$ cat config.mk
export PLATFORM = sky130hd
export DESIGN_NAME = fft_bitrev_reader
export DESIGN_NICKNAME = d
export VERILOG_FILES = /design/src/rtl/fft_reader_pkg.sv /design/src/rtl/fft_skid_fifo2.sv /design/src/rtl/fft_bitrev_reader.sv
export SDC_FILE = /design/constraint.sdc
export NUM_CORES = 1
export LEC_CHECK = 0
export ABC_AREA = 1
export BUFFER_PORTS_ARGS = -buffer_cell sky130_fd_sc_hd__clkbuf_2
export CORE_MARGIN = 5
export CORE_UTILIZATION = 45
export DETAILED_ROUTE_END_ITERATION = 10
export PLACE_DENSITY = 0.67
export SLEW_MARGIN = 25
export SYNTH_ARGS = -nofsm -noshare
export SYNTH_HDL_FRONTEND = slang
export SYNTH_HIERARCHICAL = 1
export SYNTH_SLANG_ARGS = --single-unit
$ cat constraint.sdc
create_clock -name clk -period 3.9 [get_ports clk]
set_input_delay 0.585 -clock clk [delete_from_list [all_inputs] [get_ports clk]]
set_output_delay 0.585 -clock clk [all_outputs]
set_load 0.01 [all_outputs]
$ cat src/rtl/fft_reader_pkg.sv
// fft_reader_pkg: shared FSM states, default frame length and bit-reversal helper for the FFT bit-reversed reader
package fft_reader_pkg;
  localparam int ADDR_W_DFLT = 4;
  localparam int N = 2**ADDR_W_DFLT;
  typedef enum logic [1:0] {IDLE, READ, DONE} state_t;
  function automatic logic [15:0] bitrev(input logic [15:0] value, input int width);
    logic [15:0] r;
    r = '0;
    for (int i = 0; i < 16; i++) if (i < width) r[i] = value[width-1-i];
    return r;
  endfunction
endpackage

$ cat src/rtl/fft_skid_fifo2.sv
// fft_skid_fifo2: 2-entry fall-through FIFO (clk, sclr clear, push/push_data in, pop in, count/head/valid out)
module fft_skid_fifo2 #(
  parameter int W = 17
) (
  input  logic         clk,
  input  logic         sclr,
  input  logic         push,
  input  logic [W-1:0] push_data,
  input  logic         pop,
  output logic [1:0]   count,
  output logic [W-1:0] head,
  output logic         valid
);
  logic [W-1:0] mem_q [2];
  logic [W-1:0] mem_d [2];
  logic         wr_q, wr_d, rd_q, rd_d;
  logic [1:0]   count_q, count_d;
  always_comb begin
    mem_d = mem_q;
    if (push) mem_d[wr_q] = push_data;
    wr_d = wr_q ^ push;
    rd_d = rd_q ^ pop;
    count_d = count_q + {1'b0, push} - {1'b0, pop};
  end
  always_ff @(posedge clk) begin
    if (sclr) begin
      mem_q   <= '{default: '0};
      wr_q    <= 1'b0;
      rd_q    <= 1'b0;
      count_q <= 2'd0;
    end else begin
      mem_q   <= mem_d;
      wr_q    <= wr_d;
      rd_q    <= rd_d;
      count_q <= count_d;
    end
  end
  assign count = count_q;
  assign valid = (count_q != 2'd0) || push;
  assign head  = (count_q == 2'd0) ? push_data : mem_q[rd_q];
endmodule

$ cat src/rtl/fft_bitrev_reader.sv
// fft_bitrev_reader: drains one frame in bit-reversed order (clk, sclr, start in; rd_en/rd_addr/rd_data RAM port; out_data/valid/ready/last stream; busy, done)
module fft_bitrev_reader
  import fft_reader_pkg::*;
#(
  parameter int ADDR_W = 4,
  parameter int DATA_W = 16
) (
  input  logic              clk,
  input  logic              sclr,
  input  logic              start,
  output logic              rd_en,
  output logic [ADDR_W-1:0] rd_addr,
  input  logic [DATA_W-1:0] rd_data,
  output logic [DATA_W-1:0] out_data,
  output logic              out_valid,
  input  logic              out_ready,
  output logic              out_last,
  output logic              busy,
  output logic              done
);
  state_t          state_q, state_d;
  logic [ADDR_W:0] n_q, n_d;
  logic            inflight_q, inflight_d, inflight_last_q, inflight_last_d;
  logic            pop, issue, fifo_valid;
  logic [1:0]      fifo_count;
  logic [2:0]      occ;
  logic [DATA_W:0] head;
  // occupancy seen by the next returning word: stored + in flight - leaving now
  assign occ   = {1'b0, fifo_count} + {2'b0, inflight_q} - {2'b0, pop};
  assign pop   = fifo_valid & out_ready;
  assign issue = (state_q == READ) && !n_q[ADDR_W] && (occ < 3'd2);
  always_comb begin
    state_d = state_q == IDLE ? (start ? READ : IDLE) :
              state_q == READ ? ((pop && head[DATA_W]) ? DONE : READ) : IDLE;
    n_d = (state_q == IDLE && start) ? '0 : n_q + {{ADDR_W{1'b0}}, issue};
    inflight_d = issue;
    inflight_last_d = issue && (n_q[ADDR_W-1:0] == '1);
  end
  always_ff @(posedge clk) begin
    if (sclr) begin
      state_q         <= IDLE;
      n_q             <= '0;
      inflight_q      <= 1'b0;
      inflight_last_q <= 1'b0;
    end else begin
      state_q         <= state_d;
      n_q             <= n_d;
      inflight_q      <= inflight_d;
      inflight_last_q <= inflight_last_d;
    end
  end
  fft_skid_fifo2 #(.W(DATA_W + 1)) u_fifo (
    .clk       (clk),
    .sclr      (sclr),
    .push      (inflight_q),
    .push_data ({inflight_last_q, rd_data}),
    .pop       (pop),
    .count     (fifo_count),
    .head      (head),
    .valid     (fifo_valid)
  );
  assign rd_en     = issue;
  assign rd_addr   = issue ? ADDR_W'(bitrev(16'(n_q[ADDR_W-1:0]), ADDR_W)) : '0;
  assign out_valid = fifo_valid;
  assign out_data  = fifo_valid ? head[DATA_W-1:0] : '0;
  assign out_last  = fifo_valid & head[DATA_W];
  assign busy      = state_q != IDLE;
  assign done      = state_q == DONE;
endmodule
* Word level (Yosys, flattened, before mapping)
Index checks and enable logic that the tools add are counted.
** Cells by class
- Add/sub/neg operators :: 5
- Magnitude comparators :: 4
- Equality and inequality tests :: 3
- Muxes and demuxes :: 13
- Bitwise logic cells :: 6
- Reduce and logical (&&, ||, !) cells :: 13
** Operator list (number)
- 2-to-1 mux 17 bit :: 5
- bitwise mux 34 bit :: 1
- demux 17 bit (select 1 bit) :: 1
- 2-to-1 mux 16 bit :: 1
- logical AND 1 bit :: 6
- 2-to-1 mux 2 bit :: 3
- adder 5 x 1 -> 5 bit :: 1
- equality test 4 bit, second input constant :: 1
- >= comparator 2 bit, second input constant :: 2
- zero test 2 bit :: 2
- 2-to-1 mux 4 bit :: 1
- inverter 1 -> 2 bit :: 2
- nonzero test 2 bit :: 2
- adder 2 x 1 -> 3 bit :: 1
- < comparator 3 x 2 -> 1 bit, second input constant :: 1
- subtractor 3 x 1 -> 3 bit :: 1
- adder 2 x 1 -> 2 bit :: 1
- bitwise AND 1 bit :: 2
- equality test 2 x 1 -> 1 bit, second input constant :: 1
- equality test 2 bit, second input constant :: 1
- < comparator 2 x 1 -> 1 bit, second input constant :: 1
- OR reduction 2 bit :: 1
- subtractor 2 x 1 -> 2 bit :: 1
- bitwise XOR 1 bit :: 2
- other kinds (3) :: 3
** Storage, ports and cells
- Register bits :: 47
- Input bits :: 20
- Output and inout bits :: 25
- Word-level logic and storage cells :: 53

* Depth between registers and ports, before layout
Gate-level depths: netlist of the first run.
- Depth in word-level cells :: 9
- Gate-level depth with buffers :: 21
- Mapped depth without buffers :: 19

* Modules after synthesis
Netlist of the first run, hierarchy kept.
** Modules (own cells, without submodules)
- fft_skid_fifo2 :: times used 1, cells an instance 250, area each 1823.0 um^2, sequential area each 760.7 um^2
- fft_bitrev_reader :: times used 1, cells an instance 103, area each 633.1 um^2, sequential area each 180.2 um^2

* Worst setup path after synthesis of the first run
OpenSTA, ideal clock, no wires.
- Path kind :: register to register
- Start point :: reg u_fifo.count_q[1], in the netlist u_fifo/count[1]
- End point :: reg n_q[4]
- Arrival time :: 2.814 ns
- Setup slack :: 0.972 ns
- Stages on the path, launching flop included :: 20
- Buffers on the path :: 2
- Clock period less this slack :: 2.928 ns
- Cell sequence :: dfxtp_1 > nor2_4 > buf_6 > nand2_1 > buf_6 > nand2_2 > nor2_1 > o21ai_1 > fa_1 > nand2_1 > nor2_4 > nand2_2 > inv_1 > ha_1 > ha_1 > nand2_2 > inv_1 > nand3_1 > nand2_1 > nor2_1
** On the way
- Cells in the longest elaborated chain, start to end :: 7
- Elaborated cells on any way between the ends :: 8
- Those cells by class :: 3 x add/sub; 1 x order compare; 1 x bitwise; 3 x reduce/logical
** RTL lines
- from (decl) :: RTL line fft_skid_fifo2.sv:17 : logic [1:0] count_q, count_d;
- from (signal assigned) :: RTL line fft_skid_fifo2.sv:35 : count_q <= count_d;
- nonzero test 2 bit :: RTL line fft_skid_fifo2.sv:39 : assign valid = (count_q != 2'd0) || push;
- logical OR 1 bit :: RTL line fft_skid_fifo2.sv:39
- named net out_valid :: RTL line fft_bitrev_reader.sv:15 : output logic out_valid,
- bitwise AND 1 bit :: RTL line fft_bitrev_reader.sv:30 : assign pop = fifo_valid & out_ready;
- subtractor 3 x 1 -> 3 bit :: RTL line fft_bitrev_reader.sv:29 : assign occ = {1'b0, fifo_count} + {2'b0, inflight_q} - {2'b0, pop};
- < comparator 3 x 2 -> 1 bit :: RTL line fft_bitrev_reader.sv:31 : assign issue = (state_q == READ) && !n_q[ADDR_W] && (occ < 3'd2);
- logical AND 1 bit :: RTL line fft_bitrev_reader.sv:31
- named net rd_en :: RTL line fft_bitrev_reader.sv:11 : output logic rd_en,
- adder 5 x 1 -> 5 bit :: RTL line fft_bitrev_reader.sv:35 : n_d = (state_q == IDLE && start) ? '0 : n_q + {{ADDR_W{1'b0}}, issue};
- to (signal assigned) :: RTL line fft_bitrev_reader.sv:47 : n_q <= n_d;
- to (decl) :: RTL line fft_bitrev_reader.sv:22 : logic [ADDR_W:0] n_q, n_d;
The timed path passes the listed nets, and every way through them passes these cells.
A chain may end at the register's enable or synchronous reset.

* Worst setup path in the final report of the first run
- Start point :: reg u_fifo.count_q[1], in the netlist u_fifo/count[1]
- End point :: out rd_addr[3]
** On the way
- Cells in the longest elaborated chain, start to end :: 7
- Elaborated cells on any way between the ends :: 8
- Those cells by class :: 2 x add/sub; 1 x order compare; 1 x mux; 1 x bitwise; 3 x reduce/logical
** RTL lines
- nonzero test 2 bit :: RTL line fft_skid_fifo2.sv:39
- logical OR 1 bit :: RTL line fft_skid_fifo2.sv:39
- bitwise AND 1 bit :: RTL line fft_bitrev_reader.sv:30
- subtractor 3 x 1 -> 3 bit * :: RTL line fft_bitrev_reader.sv:29
- < comparator 3 x 2 -> 1 bit * :: RTL line fft_bitrev_reader.sv:31
- logical AND 1 bit * :: RTL line fft_bitrev_reader.sv:31
- 2-to-1 mux 4 bit * :: RTL line fft_bitrev_reader.sv:63 : assign rd_addr = issue ? ADDR_W'(bitrev(16'(n_q[ADDR_W-1:0]), ADDR_W)) : '0;
- to (decl) :: RTL line fft_bitrev_reader.sv:12 : output logic [ADDR_W-1:0] rd_addr,
Mark *: on every way between the ends. The rest lies on a longest branch, timed or not.

==> results.toml, run 1 <==
[layout]
design_area_um2 = 2710
multi_input_area_um2 = 1110
post-route-util_pct = 50.1
area_growth_pct = 10.2
seq_area_um2 = 941
fillerInstances = 535
nets = 416
layout-drive-gt1-share_pct = 19.0
diodes = 0

[cts]
cts_resized = 0
cts_tree = "built"
htreeDepth = 2
root_buffer = "clkbuf_8"
cts.hold.buffers_added = 0
cts.sinks = 47
cts_setup_buffers = 0
cts_buffer_depth = 2
cts_made_buffers = 5
clkTransAtPathRegs_ns = 0.09
clock_latency_ns = 0.30

[sta]
fin_crit_sh_pct = 79.6
report.final.setup_viol = 0
slew_viol_final = 0
fmax_mhz = 322
fin_crit_ns = 3.11
setup-tns-final_ns = 0
max_slew_margin_pct = 55.0
worstMarginPinSlew_ns = 0.674
holdWs_ns = 0.462
rsz0062_at_grt = "no"
report.final.hold_viol_count = 0
skew_ns = 0.00721

[power]
p_comb_share_pct = 47.9
seq_power_share_pct = 34.9
p_per_area_nw_per_um2 = 652
total_power_mw = 1.77
p_sw_share_pct = 44.1
power_switching_mw = 0.778
irDropWorstVdd_mv = 0.350
power_frac_clock_pct = 17.3
internal-power_mw = 0.987
p_leak_nw = 1.31

[routing]
drt_pre_antenna_iters = 4
drtIter0Drc = 117
wire_per_inst_um = 10.6
drt-vias-per-instance = 4.68
ant_nets = 0
vias = 2160
drcViolationCount = 0
routed_wl_um = 4900

[synth]
synthFlopType = "dfxtp_1"
avgSynthCellArea_um2 = 6.96
synth_common_cells = "63 x nand2_1, 55 x inv_1, 50 x nor2_1, 47 x dfxtp_1, 35 x o21ai_1"
synth_area_leaders = "dfxtp_1 38%, nand2_1 9.6%, inv_1 8.4%"
yosysWarnings = 6
synth_top_area_share_pct = 38.3
synth_enable_flop_cells = 0
syn_area_um2 = 2460
yosysMostFrequentCell = "nand2_1"
synth_cell_types = 24
ys_ff_latch = 47
synth_top_cell_by_area = "dfxtp_1"
synth_nets = 380
synthCells = 353
seq_area_frac_synth_pct = 38.3
asyncSetResetFlopFracSynth_pct = 0

[floorplan]
rows = 27
pin_count = 45
fp.coreArea_um2 = 5410
die_area_um2 = 7040
die_x_um = 83.9
die_h_um = 83.9
start_util_pct = 45.4

[global_route]
grt_max_degree = 36
antenna_found_initial = 0
grtUsageTotal_pct = 14.5
grt_pass1_wl_um = 8530
overflow = 0
grt_pass1_vias = 1975

[status]
status = "complete, no violations"

[run]
max-cap-violations = 0

[placement]
dp_hpwl_um = 3350
port_buffers = 44
place.gp.congestion = 0.807
place_area_um2 = 2610

[critical_path]
cp_max_fo = 6
path_class = "reg2out"
startpoint_type = "flop"
cp.required_ns = 3.31
crit_path_end_kind = "output port"
critPathArrivalTime_ns = 2.52

[min_path]
min_path_type = "reg2reg"
==> sequential cells by signal (all words and copies together) (netlist names) <==
name / flops
n_q: 5
inflight_q: 1
state_q: 2
u_fifo/wr_q: 1
u_fifo/count: 2
u_fifo/mem_q: 34
u_fifo/rd_q: 1
inflight_last_q: 1
==> worst max-delay path, stage by stage, from the launching register on <==
cell and delay [ns]:
dfxtp_1 0.50, nor2_4 0.05, nand2_1 0.10, nand2_2 0.06, nor2_1 0.17, o21ai_1 0.11, fa_1 0.48, nand2_1 0.09
nor2_4 0.11, nand2_2 0.08, inv_1 0.09, ha_1 0.22, clkbuf_2 0.16
==> cell families after synthesis <==
| family | Yosys count | synth area share (%) |
|---|---|---|
| AND/OR/NAND/NOR | 130 | 22.3 |
| AO/OA/AOI/OAI | 90 | 18.8 |
| buffers and inverters | 78 | 16.4 |
| flip-flops | 47 | 38.3 |
| adder cells (fa/ha/maj) | 7 | 3.87 |
| XOR/XNOR | 1 | 0.357 |
==> metal layers <==
metal  routed length [um]  track usage, %  vias up
li1                     -               -     1173
met1                 2370            17.8      944
met2                 2250            24.4       37
met3                  212            4.15        6
met4                   63            4.97        0
met5                    0               0        -
==> power groups by stage <==
stage               combinational (mW)  clock [mW]  sequential (mW)
floorplan                        0.737           0            0.605
global placement                 0.837           0            0.623
detailed placement               0.855           0            0.627
CTS                              0.858       0.316            0.615
global route                     0.979       0.332            0.627
finish                           0.845       0.305            0.616
==> worst paths after layout <==
path | from | end | slack [ns] | depth (start not counted)
max | u_fifo/count[1] | rd_addr[3] | 0.79 | 12
min | u_fifo/mem_q[12] | u_fifo/mem_q[12] | 0.46 | 2
max reg2reg | u_fifo/count[1] | n_q[4] | 1.20 | 17
min reg2reg | u_fifo/mem_q[12] | u_fifo/mem_q[12] | 0.46 | 2
==> through the flow <==
stage	setup slack [ns]	cells
3_3_place_gp	1.14	454
6_report	0.794	462
4_1_cts	0.766	462
5_1_grt	0.635	462
2_1_floorplan	0.972	353
3_5_place_dp	1.07	454
==> area by class of cell <==
cell class	instances	share of cell area [%]
clock inverter	3	0.878
multi-input combinational	228	41.1
clock buffer	5	2.54
inverter	60	8.41
sequential	47	34.8
timing repair buffer	47	8.97
tap	72	3.33
==> placed cells by master, fill, tap and decap left out <==
master / netlist / final
o21ai_1: 35 / 35
nand4_1: 2 / 2
a21oi_1: 19 / 19
nand2_2: 6 / 6
xnor2_1: 1 / 1
inv_6: 0 / 1
o21ai_0: 33 / 33
inv_2: 4 / 4
nand3_1: 4 / 4
nand2_1: 63 / 63
clkbuf_2: 0 / 44
nor2_4: 2 / 2
fa_1: 1 / 1
clkbuf_8: 0 / 5
ha_1: 6 / 6
nor3_2: 2 / 2
inv_1: 55 / 55
inv_4: 1 / 1
nor2_1: 50 / 50
dfxtp_1: 47 / 47
nand3_2: 1 / 1
o21ai_2: 3 / 3
buf_4: 3 / 3
clkinvlp_4: 0 / 2
No activity file was read; power rests on OpenSTA's default activity.
==> run 2: changes to the inputs <==
PLACE_DENSITY = 0.69   (was 0.67)
clock period = 2.5 ns   (was 3.9 ns; I/O delays follow)
==> run 2 against run 1 <==
Effect of this change: the run now ends with setup timing left; first-iteration DRC count decreased by 12%; clock skew decreased by 0.00088 ns; total power increased by 68%; combinational power increased by 85%; cell count increased by 2.4%.
==> results.toml, run 2 (synthesized netlist as in run 1, its figures left out) <==
[routing]
drtIter0Drc = 103
drt_pre_antenna_iters = 4
ant_nets = 0
routed_wl_um = 5090
vias = 2216
drcViolationCount = 0
drt-vias-per-instance = 4.68
wire_per_inst_um = 10.8

[layout]
design_area_um2 = 2890
largest-register = "u_fifo/mem_q"
post-route-util_pct = 53.5
area_growth_pct = 17.8
diodes = 0
layout-drive-gt1-share_pct = 24.7
mostFrequentLayoutCells = "61 x nand2_1, 52 x inv_1, 46 x nor2_1"
layout_commonest_cell = "nand2_1"
final_cells = 473
largest_reg_flops = 34
nets = 428
top_regs = "u_fifo/mem_q: 34 flops, n_q: 5 flops"

[critical_path]
cp_max_fo = 4
reg2reg_from = "u_fifo/count[0]"
path_class = "reg2out"
critPathLaunch = "u_fifo/count[0]"
crit_path_end_kind = "output port"
cp.required_ns = 2.12
critPathArrivalTime_ns = 2.19
startpoint_type = "flop"

[floorplan]
pin_count = 45
start_util_pct = 45.4
die_x_um = 83.9
die_h_um = 83.9
fp.coreArea_um2 = 5410
die_area_um2 = 7040
rows = 27

[global_route]
grt_max_degree = 36
grtUsageTotal_pct = 14.9
grt_pass1_vias = 2039
grt_pass1_wl_um = 8760
overflow = 0
antenna_found_initial = 0

[min_path]
min_from = "rd_data[10]"
min_path_type = "in2reg"

[cts]
cts_made_buffers = 5
cts.sinks = 47
htreeDepth = 2
cts_tree = "built"
clkTransAtPathRegs_ns = 0.08
clock_latency_ns = 0.29
cts_buffer_depth = 2
root_buffer = "clkbuf_8"
cts.hold.buffers_added = 0

[placement]
dp_hpwl_um = 3470
place.gp.congestion = 0.781
port_buffers = 44
dp.cells = 456
place_area_um2 = 2690

[sta]
report.final.hold_viol_count = 0
fin_crit_ns = 2.56
max_slew_margin_pct = 67.1
skew_ns = 0.00633
rsz0062_at_grt = "yes"
fmax_mhz = 390
slew_viol_final = 0
worstMarginPinSlew_ns = 0.493
report.final.setup_viol = 2
fin_crit_sh_pct = 103
setup_slack_ns = -0.0641

[power]
irDropWorstVdd_mv = 0.776
p_per_area_nw_per_um2 = 1030
p_leak_nw = 1.39
total_power_mw = 2.97

[status]
violations = "setup timing"
status = "complete, but fails checks"

[run]
max-cap-violations = 0
-- run 2: area by class of cell --
type                    count  area, um2
well taps                  72       90.1
clock buffers               6       82.6
multi-input cells         228       1190
inverters                  60        230
clock inverters             1       5.00
repair buffers             59        352
flip-flops and latches     47        948
fillers                   550       2510
-- run 2: path summary, 6_finish.rpt --
kind              slack (ns)               end  cells past startpoint
setup / recovery       -0.06        rd_addr[0]                     13
hold / removal          0.34  u_fifo/mem_q[27]                      3
hold reg to reg         0.46   u_fifo/mem_q[9]                      2
setup reg to reg        0.09            n_q[4]                     19
-- run 2: metal layers --
metal | vias to the layer above | global-route usage [%] | share of wire, %
li1 | 1194 | - | -
met1 | 972 | 17.3 | 46
met2 | 48 | 27.3 | 49
met3 | 2 | 3.55 | 4.6
met4 | 0 | 3.51 | 0.45
met5 | - | 0 | 0
-- run 2: timing repair --
| action | in CTS | in global routing |
|---|---|---|
| gates cloned | 0 | 0 |
| setup endpoints to repair | 5 | 7 |
| pin swaps | 2 | 2 |
| buffers inserted | 6 | 4 |
| resized for setup | 3 | 13 |
-- run 2: through the flow --
stage	setup WS, ns	setup TNS (ns)	hold slack (ns)
after CTS	-0.0645	-0.0645	0.333
after floorplan	-0.129	-0.147	0.429
final	-0.0641	-0.126	0.339
after global routing	-0.184	-0.644	0.340
after detailed placement	0.0750	0	0.447
after global placement	0.161	0	0.443
-- run 2: power by group --
| group | switching (mW) | leakage, nW | total, mW | internal (mW) |
|---|---|---|---|---|
| combinational | 0.935 | 0.960 | 1.56 | 0.627 |
| sequential | 0.0880 | 0.382 | 0.962 | 0.874 |
| clock | 0.232 | 0.0470 | 0.449 | 0.217 |
-- run 2: critical path, cell delays in order, from the launching register on --
cell	delay, ns
dfxtp_4	0.35
nor2_4	0.13
nand2_4	0.07
nand2_4	0.08
inv_4	0.04
nor2_4	0.08
o21ai_2	0.07
fa_1	0.49
nand2_2	0.07
nor2_4	0.11
nand2_4	0.08
buf_4	0.15
nor2_4	0.08
buf_6	0.10
